--- src/rtl/serial_logic_unit.sv ---
// Bit-serial ALU: one 1-bit logic/full-adder cell processes the operands LSB
// first over WIDTH cycles, then reports result and flags with a done pulse.
module serial_logic_unit #(
    parameter int WIDTH = 8,
    localparam int CW = $clog2(WIDTH) + 1
) (
    input  logic             clk,
    input  logic             rst_n,
    input  logic             start,
    input  logic [1:0]       op,
    input  logic [WIDTH-1:0] a,
    input  logic [WIDTH-1:0] b,
    output logic             busy,
    output logic             done,
    output logic [WIDTH-1:0] result,
    output logic             carry_out,
    output logic             zero
);

    localparam logic [1:0] S_IDLE = 2'd0;
    localparam logic [1:0] S_RUN  = 2'd1;
    localparam logic [1:0] S_DONE = 2'd2;

    localparam logic [1:0] OP_AND = 2'b00;
    localparam logic [1:0] OP_OR  = 2'b01;
    localparam logic [1:0] OP_SUB = 2'b11;

    localparam logic [CW-1:0] LAST_BIT = CW'(WIDTH - 1);

    logic [1:0]       state_q, state_d;
    logic [CW-1:0]    cnt_q, cnt_d;
    logic [WIDTH-1:0] a_q, a_d;
    logic [WIDTH-1:0] b_q, b_d;
    logic [1:0]       op_q, op_d;
    logic             c_q, c_d;
    logic [WIDTH-1:0] sh_q, sh_d;
    logic [WIDTH-1:0] res_q, res_d;
    logic             cout_q, cout_d;
    logic             zero_q, zero_d;

    logic             bit_s;
    logic             cmaj_s;
    logic             arith_s;
    logic [WIDTH-1:0] sh_next_s;

    // The single 1-bit cell shared by all four operations
    always_comb begin
        cmaj_s  = (a_q[0] & b_q[0]) | (a_q[0] & c_q) | (b_q[0] & c_q);
        arith_s = op_q[1];
        case (op_q)
            OP_AND:  bit_s = a_q[0] & b_q[0];
            OP_OR:   bit_s = a_q[0] | b_q[0];
            default: bit_s = a_q[0] ^ b_q[0] ^ c_q;
        endcase
        sh_next_s = {bit_s, sh_q[WIDTH-1:1]};
    end

    always_comb begin
        state_d = state_q;
        cnt_d   = cnt_q;
        a_d     = a_q;
        b_d     = b_q;
        op_d    = op_q;
        c_d     = c_q;
        sh_d    = sh_q;
        res_d   = res_q;
        cout_d  = cout_q;
        zero_d  = zero_q;
        case (state_q)
            S_IDLE, S_DONE: begin
                if (start) begin
                    // SUB is computed as a + ~b + 1
                    a_d     = a;
                    b_d     = (op == OP_SUB) ? ~b : b;
                    op_d    = op;
                    c_d     = (op == OP_SUB);
                    cnt_d   = '0;
                    state_d = S_RUN;
                end else begin
                    state_d = S_IDLE;
                end
            end
            S_RUN: begin
                sh_d  = sh_next_s;
                a_d   = a_q >> 1;
                b_d   = b_q >> 1;
                c_d   = arith_s ? cmaj_s : c_q;
                cnt_d = cnt_q + 1'b1;
                if (cnt_q == LAST_BIT) begin
                    state_d = S_DONE;
                    res_d   = sh_next_s;
                    cout_d  = arith_s & cmaj_s;
                    zero_d  = (sh_next_s == '0);
                end
            end
            default: state_d = S_IDLE;
        endcase
    end

    always_ff @(posedge clk or negedge rst_n) begin
        if (!rst_n) begin
            state_q <= S_IDLE;
            cnt_q   <= '0;
            a_q     <= '0;
            b_q     <= '0;
            op_q    <= '0;
            c_q     <= 1'b0;
            sh_q    <= '0;
            res_q   <= '0;
            cout_q  <= 1'b0;
            zero_q  <= 1'b0;
        end else begin
            state_q <= state_d;
            cnt_q   <= cnt_d;
            a_q     <= a_d;
            b_q     <= b_d;
            op_q    <= op_d;
            c_q     <= c_d;
            sh_q    <= sh_d;
            res_q   <= res_d;
            cout_q  <= cout_d;
            zero_q  <= zero_d;
        end
    end

    assign busy      = (state_q == S_RUN);
    assign done      = (state_q == S_DONE);
    assign result    = res_q;
    assign carry_out = cout_q;
    assign zero      = zero_q;

endmodule

--- config.mk ---
export PLATFORM = sky130hd
export DESIGN_NAME = serial_logic_unit
export DESIGN_NICKNAME = d
export VERILOG_FILES = /design/src/rtl/serial_logic_unit.sv
export SDC_FILE = /design/constraint.sdc
export NUM_CORES = 1
export LEC_CHECK = 0
export ABC_CLOCK_PERIOD_IN_PS = 1600
export CAP_MARGIN = 20
export CORE_MARGIN = 2
export CORE_UTILIZATION = 35
export CTS_CLUSTER_DIAMETER = 80
export DETAILED_ROUTE_END_ITERATION = 8
export PLACE_DENSITY = 0.7
export RECOVER_POWER = 100
export SETUP_SLACK_MARGIN = 0.02
export SYNTH_ARGS = -nofsm -noshare
export SYNTH_HDL_FRONTEND = slang
export SYNTH_SLANG_ARGS = --single-unit
--- constraint.sdc ---
create_clock -name clk -period 1.6 [get_ports clk]
set_input_delay 0.24 -clock clk [delete_from_list [all_inputs] [get_ports clk]]
set_output_delay 0.24 -clock clk [all_outputs]
set_load 0.02 [all_outputs]
## After elaboration in Yosys (flattened, before gate mapping)

Index checks and enable logic that the tools add are counted.

- Add/sub/neg operators: 1
- Eq/ne operators: 8
- Muxes and demuxes: 14
- Bitwise gates (word level): 10
- Reduce and logical (&&, ||, !) cells: 9

Operators with widths:

| kind | number |
|---|---|
| one-hot mux 8 bit (2 select lines) | 2 |
| two-way mux 8 bit | 3 |
| logical NOT 8 bit | 1 |
| NOT 8 bit | 1 |
| one-hot mux 4 bit (2 select lines) | 1 |
| AND reduction 2 bit | 3 |
| adder 4 x 1 -> 4 bit (second input constant) | 1 |
| bitwise AND 1 bit | 4 |
| equality test 2 x 1 -> 1 bit (second input constant) | 2 |
| equality test 2 bit (second input constant) | 2 |
| equality test 4 x 3 -> 1 bit (second input constant) | 1 |
| logical NOT 2 bit | 2 |
| two-way mux 4 bit | 1 |
| inequality test 2 x 1 -> 1 bit (second input constant) | 2 |
| one-hot mux 1 bit (2 select lines) | 2 |
| one-hot mux 2 bit (2 select lines) | 1 |
| two-way mux 1 bit | 3 |
| OR 1 bit | 3 |
| AND reduction 3 bit | 1 |
| two-way mux 2 bit | 1 |
| inequality test 2 bit (second input constant) | 1 |
| nonzero test 2 bit | 1 |
| OR reduction 2 bit | 1 |
| XOR 1 bit | 2 |

- Bits in registers: 43
- Input bits: 21
- Output and inout port bits: 12
- Word-level logic and storage cells: 52

## Longest topological paths before layout

- Word-level depth: 5
- Mapped depth: 7
- Depth with buffers taken out: 5

## Worst setup path before layout

OpenSTA, ideal clock, no wires.

- Path kind: reg2reg
- Start: register cnt_q[0]
- End: register res_q[1], in the netlist result[1]
- Library setup time: 0.125 ns
- Data arrival time: 1.369 ns
- Data required time: 1.475 ns
- Path slack: 0.106 ns
- Stages on the path, launching flop included: 6
- Buffers on the path: 1
- Clock period less this slack: 1.494 ns
- Path through: dfrtp_1 -> ha_1 -> and3b_1 -> and2_4 -> buf_6 -> mux2_4

- Cells in the longest elaborated chain, start to end: 2

Ends and longest elaborated chain:

| item | line | text |
|---|---|---|
| from (decl) | 31 | `logic [CW-1:0] cnt_q, cnt_d;` |
| from (signal assigned) | 114 | `cnt_q <= cnt_d;` |
| equality test 4 x 3 -> 1 bit | 89 | `if (cnt_q == LAST_BIT) begin` |
| AND reduction 2 bit (no line) | -- |  |
| to (signal assigned) | 120 | `res_q <= res_d;` |
| to (decl) | 37 | `logic [WIDTH-1:0] res_q, res_d;` |

No other way between the ends.
A chain may end at the register's enable or synchronous reset.

## Final worst setup path

- Start: register cnt_q[0]
- End: register res_q[0], in the netlist result[0]

The elaborated chain is that of the path after synthesis.

==> impl_metrics.py <==
metrics = {
    "outcome": {
        "status": "completed",
    },
    "global_route": {
        "grt_pass1_vias": 1345,
        "antenna_found_initial": 0,
        "overflow": 0,
        "grt_pass1_wl_um": 6348,
        "track_usage_pct": 13.31,
        "grt_max_degree": 26,
    },
    "synthesis": {
        "yosys_most_used_dff": "dfrtp_1",
        "synth_area_leaders": "dfrtp_1, nand2_1, mux2_4, a221o_1, xnor2_1",
        "synth_sequential_area_ratio_pct": 54.30,
        "synth_commonest_cells": "dfrtp_1, nand2_1, a221o_1, xnor2_1",
        "synth_area_leader_cell": "dfrtp_1",
        "synth_nets": 194,
        "synth.avg_cell_area_um2": 11.45,
        "yosysMostFrequentCell": "dfrtp_1",
        "synth-edff-count": 0,
        "synth_cells": 169,
        "async_flop_share_pct": 100.0,
        "yosys_warnings": 0,
        "yosysTopAreaCellShare_pct": 54.30,
        "synth_area_mm2": 0.001936,
        "synth.distinct_cells": 35,
        "synth-seq-cells": 42,
    },
    "pwr": {
        "swShare_pct": 36.52,
        "p_leak_uw": 0.001131,
        "ir_drop_v": 0.0005920,
        "p_per_area_mw_per_mm2": 1841,
        "p_seq_share_pct": 40.7,
        "p_sw_uw": 1670,
        "intPower_uw": 2902,
        "comb_power_share_pct": 44.0,
        "clock_power_share_pct": 15.4,
    },
    "sta": {
        "finClkSkew_ns": 0.007177,
        "drv_slew": 0,
        "slew_headroom_pct": 29.94,
        "final_hold_viol_count": 0,
        "max_freq_mhz": 656.1,
        "finalSetupViolations": 0,
        "tightest_slew_ns": 1.051,
        "period_minus_slack_ns": 1.524,
        "finalCritPeriodShare_pct": 95.26,
        "grt_setup_unrepaired": "true",
        "whs_ns": 0.4774,
    },
    "min_path": {
        "hold_depth": 1,
        "worstHoldStart": "cnt_q[3]",
        "hp-class": "register to register",
        "holdPathEnd": "cnt_q[3]",
    },
    "clocking": {
        "root_buffer": "clkbuf_8",
        "clock_sinks": 42,
        "cts_buffer_depth": 2,
        "clock_latency_ns": 0.29,
        "clk_pin_slew_ns": 0.08,
        "cts_tree": "done",
        "numCtsBuffers": 5,
        "htree_levels": 2,
    },
    "run": {
        "drv_cap": 0,
    },
    "worst_setup_path": {
        "r2r_end": "result[0]",
        "critPathMaxFanout": 6,
        "worstPathCellList": "ha_1 > and3b_2 > and2_4 > mux2_2",
        "crit_required_ns": 1.77,
        "crit_type": "register to register",
        "crit_family": "simple AND/OR/NAND/NOR gates",
        "cp-end-kind": "register",
        "slowest_delay_ns": 0.39,
        "arrival_ns": 1.70,
        "reg2reg_depth": 4,
        "regToRegStartpoint": "cnt_q[0]",
        "reg2reg_slack_ns": 0.08,
        "slowest_stage": "dfrtp_1",
        "cp_num_buf_inv": 0,
        "cp-start-kind": "register",
    },
    "detailed_routing": {
        "wl_per_cell_um": 13.27,
        "num_vias": 1386,
        "drcViolationCount": 0,
        "ant_nets": 0,
        "first_pass_iters": 4,
        "routed_wl_um": 3768,
        "drt_iter0_drc": 109,
        "vias_per_cell": 4.880,
    },
    "finish": {
        "syn_to_final_growth_pct": 28.31,
        "drive_gt1_share_pct": 16.98,
        "diodes": 0,
        "final_nets": 236,
        "n_fill_cell": 515,
        "instances_no_fill": 284,
        "design_area_mm2": 0.002484,
    },
    "floorplanning": {
        "die_y_um": 78.37,
        "start_util_pct": 35.59,
        "fp-row-count": 27,
        "coreArea_mm2": 0.005439,
        "io_pins": 33,
        "die_w_um": 78.37,
        "die_area_mm2": 0.006141,
    },
    "place": {
        "dpl.hpwl_um": 2724,
        "portBuffers": 32,
        "place.gp.congestion": 0.7295,
        "place_area_mm2": 0.002359,
        "placed_cells": 273,
    },
}
[kinds of logic after synthesis]
logic type	Yosys count	synth area share, %
XOR/XNOR	8	3.620
AO/OA/AOI/OAI	23	9.826
adder cells (fa/ha/maj)	4	2.974
multiplexers	13	8.726
flip-flops	42	54.30
buffers and inverters	15	4.718
AND/OR/NAND/NOR	64	15.84
[flip-flops by register name, summed over array words and instances, names as in the netlist]
name / flops
carry_out: 1
state_q: 2
b_q: 8
zero: 1
op_q: 2
result: 8
c_q: 1
sh_q: 7
cnt_q: 4
a_q: 8
[power groups by stage]
stage               clock network [µW]  logic (µW)  registers [µW]
global placement                     0        1940            1870
detailed placement                   0        2000            1880
floorplan                            0        1280            1930
global route                       776        2230            1930
finish                             703        2010            1860
CTS                                726        1990            1860
[routing by layer]
metal,wire length (µm),GRT usage [%],vias to the layer above
met2,1846,21.21,28
met5,0,0,-
met1,1749,17.38,690
met3,133,3.793,2
li1,-,-,666
met4,39,4.737,0
[what timing repair did]
| action | 4_1_cts | 5_1_grt |
|---|---|---|
| hold buffers | 1 | 0 |
| endpoints found under the hold margin | 17 | 0 |
| setup endpoints to repair | 2 | 16 |
| gates cloned | 0 | 1 |
| buffers inserted | 0 | 2 |
| pin swaps | 0 | 1 |
| resized for setup | 2 | 7 |
[through the flow]
stage / setup WS (ns) / TNS, ns / utilization [%] / total power (µW)
CTS: 0.02165 / 0 / 45.25 / 4580
detailed placement: -0.1177 / -0.7469 / 43.36 / 3877
global placement: -0.08126 / -0.1732 / 43.36 / 3810
floorplan: 0.1060 / 0 / - / 3209
finish: 0.07584 / 0 / 45.66 / 4572
global route: 0.002393 / 0 / 45.66 / 4930
[worst max-delay path by stage]
stage | start | endpoint | slack (ns) | cells after the start
finish | cnt_q[0] | result[0] | 0.08 | 4
global route | cnt_q[0] | result[0] | 0.002 | 4
CTS | state_q[1] | busy | 0.02 | 3
detailed placement | start | b_q[0] | -0.12 | 5
global placement | start | a_q[0] | -0.08 | 5
floorplan | cnt_q[0] | result[1] | 0.11 | 5
[cell usage in the layout, fill, tap and decap left out, types with 3 or more instances in the layout]
master | synthesis | routed
dfrtp_1 | 42 | 42
ha_1 | 3 | 3
a221o_1 | 8 | 8
inv_1 | 4 | 4
nand2_1 | 34 | 34
clkdlybuf4s50_1 | 0 | 29
xnor2_1 | 8 | 8
clkbuf_8 | 0 | 6
mux2_2 | 3 | 3
a22o_1 | 3 | 3
mux2i_1 | 3 | 3
a22oi_1 | 6 | 6
buf_4 | 2 | 8
mux2_4 | 7 | 7
and2_0 | 6 | 6
nand3_1 | 7 | 7
nor3_1 | 3 | 3
[final cells by class]
cell class              count  area (µm²)  area share, %
repair buffers             44       412.9          16.62
multi-input cells         113       813.3          32.75
inverters                   5       21.27         0.8564
flip-flops and latches     42        1051          42.32
well taps                  72       90.09          3.627
clock buffers               6       82.58          3.325
clock inverters             2       12.51         0.5038
No activity file was read; power rests on OpenSTA's default activity.
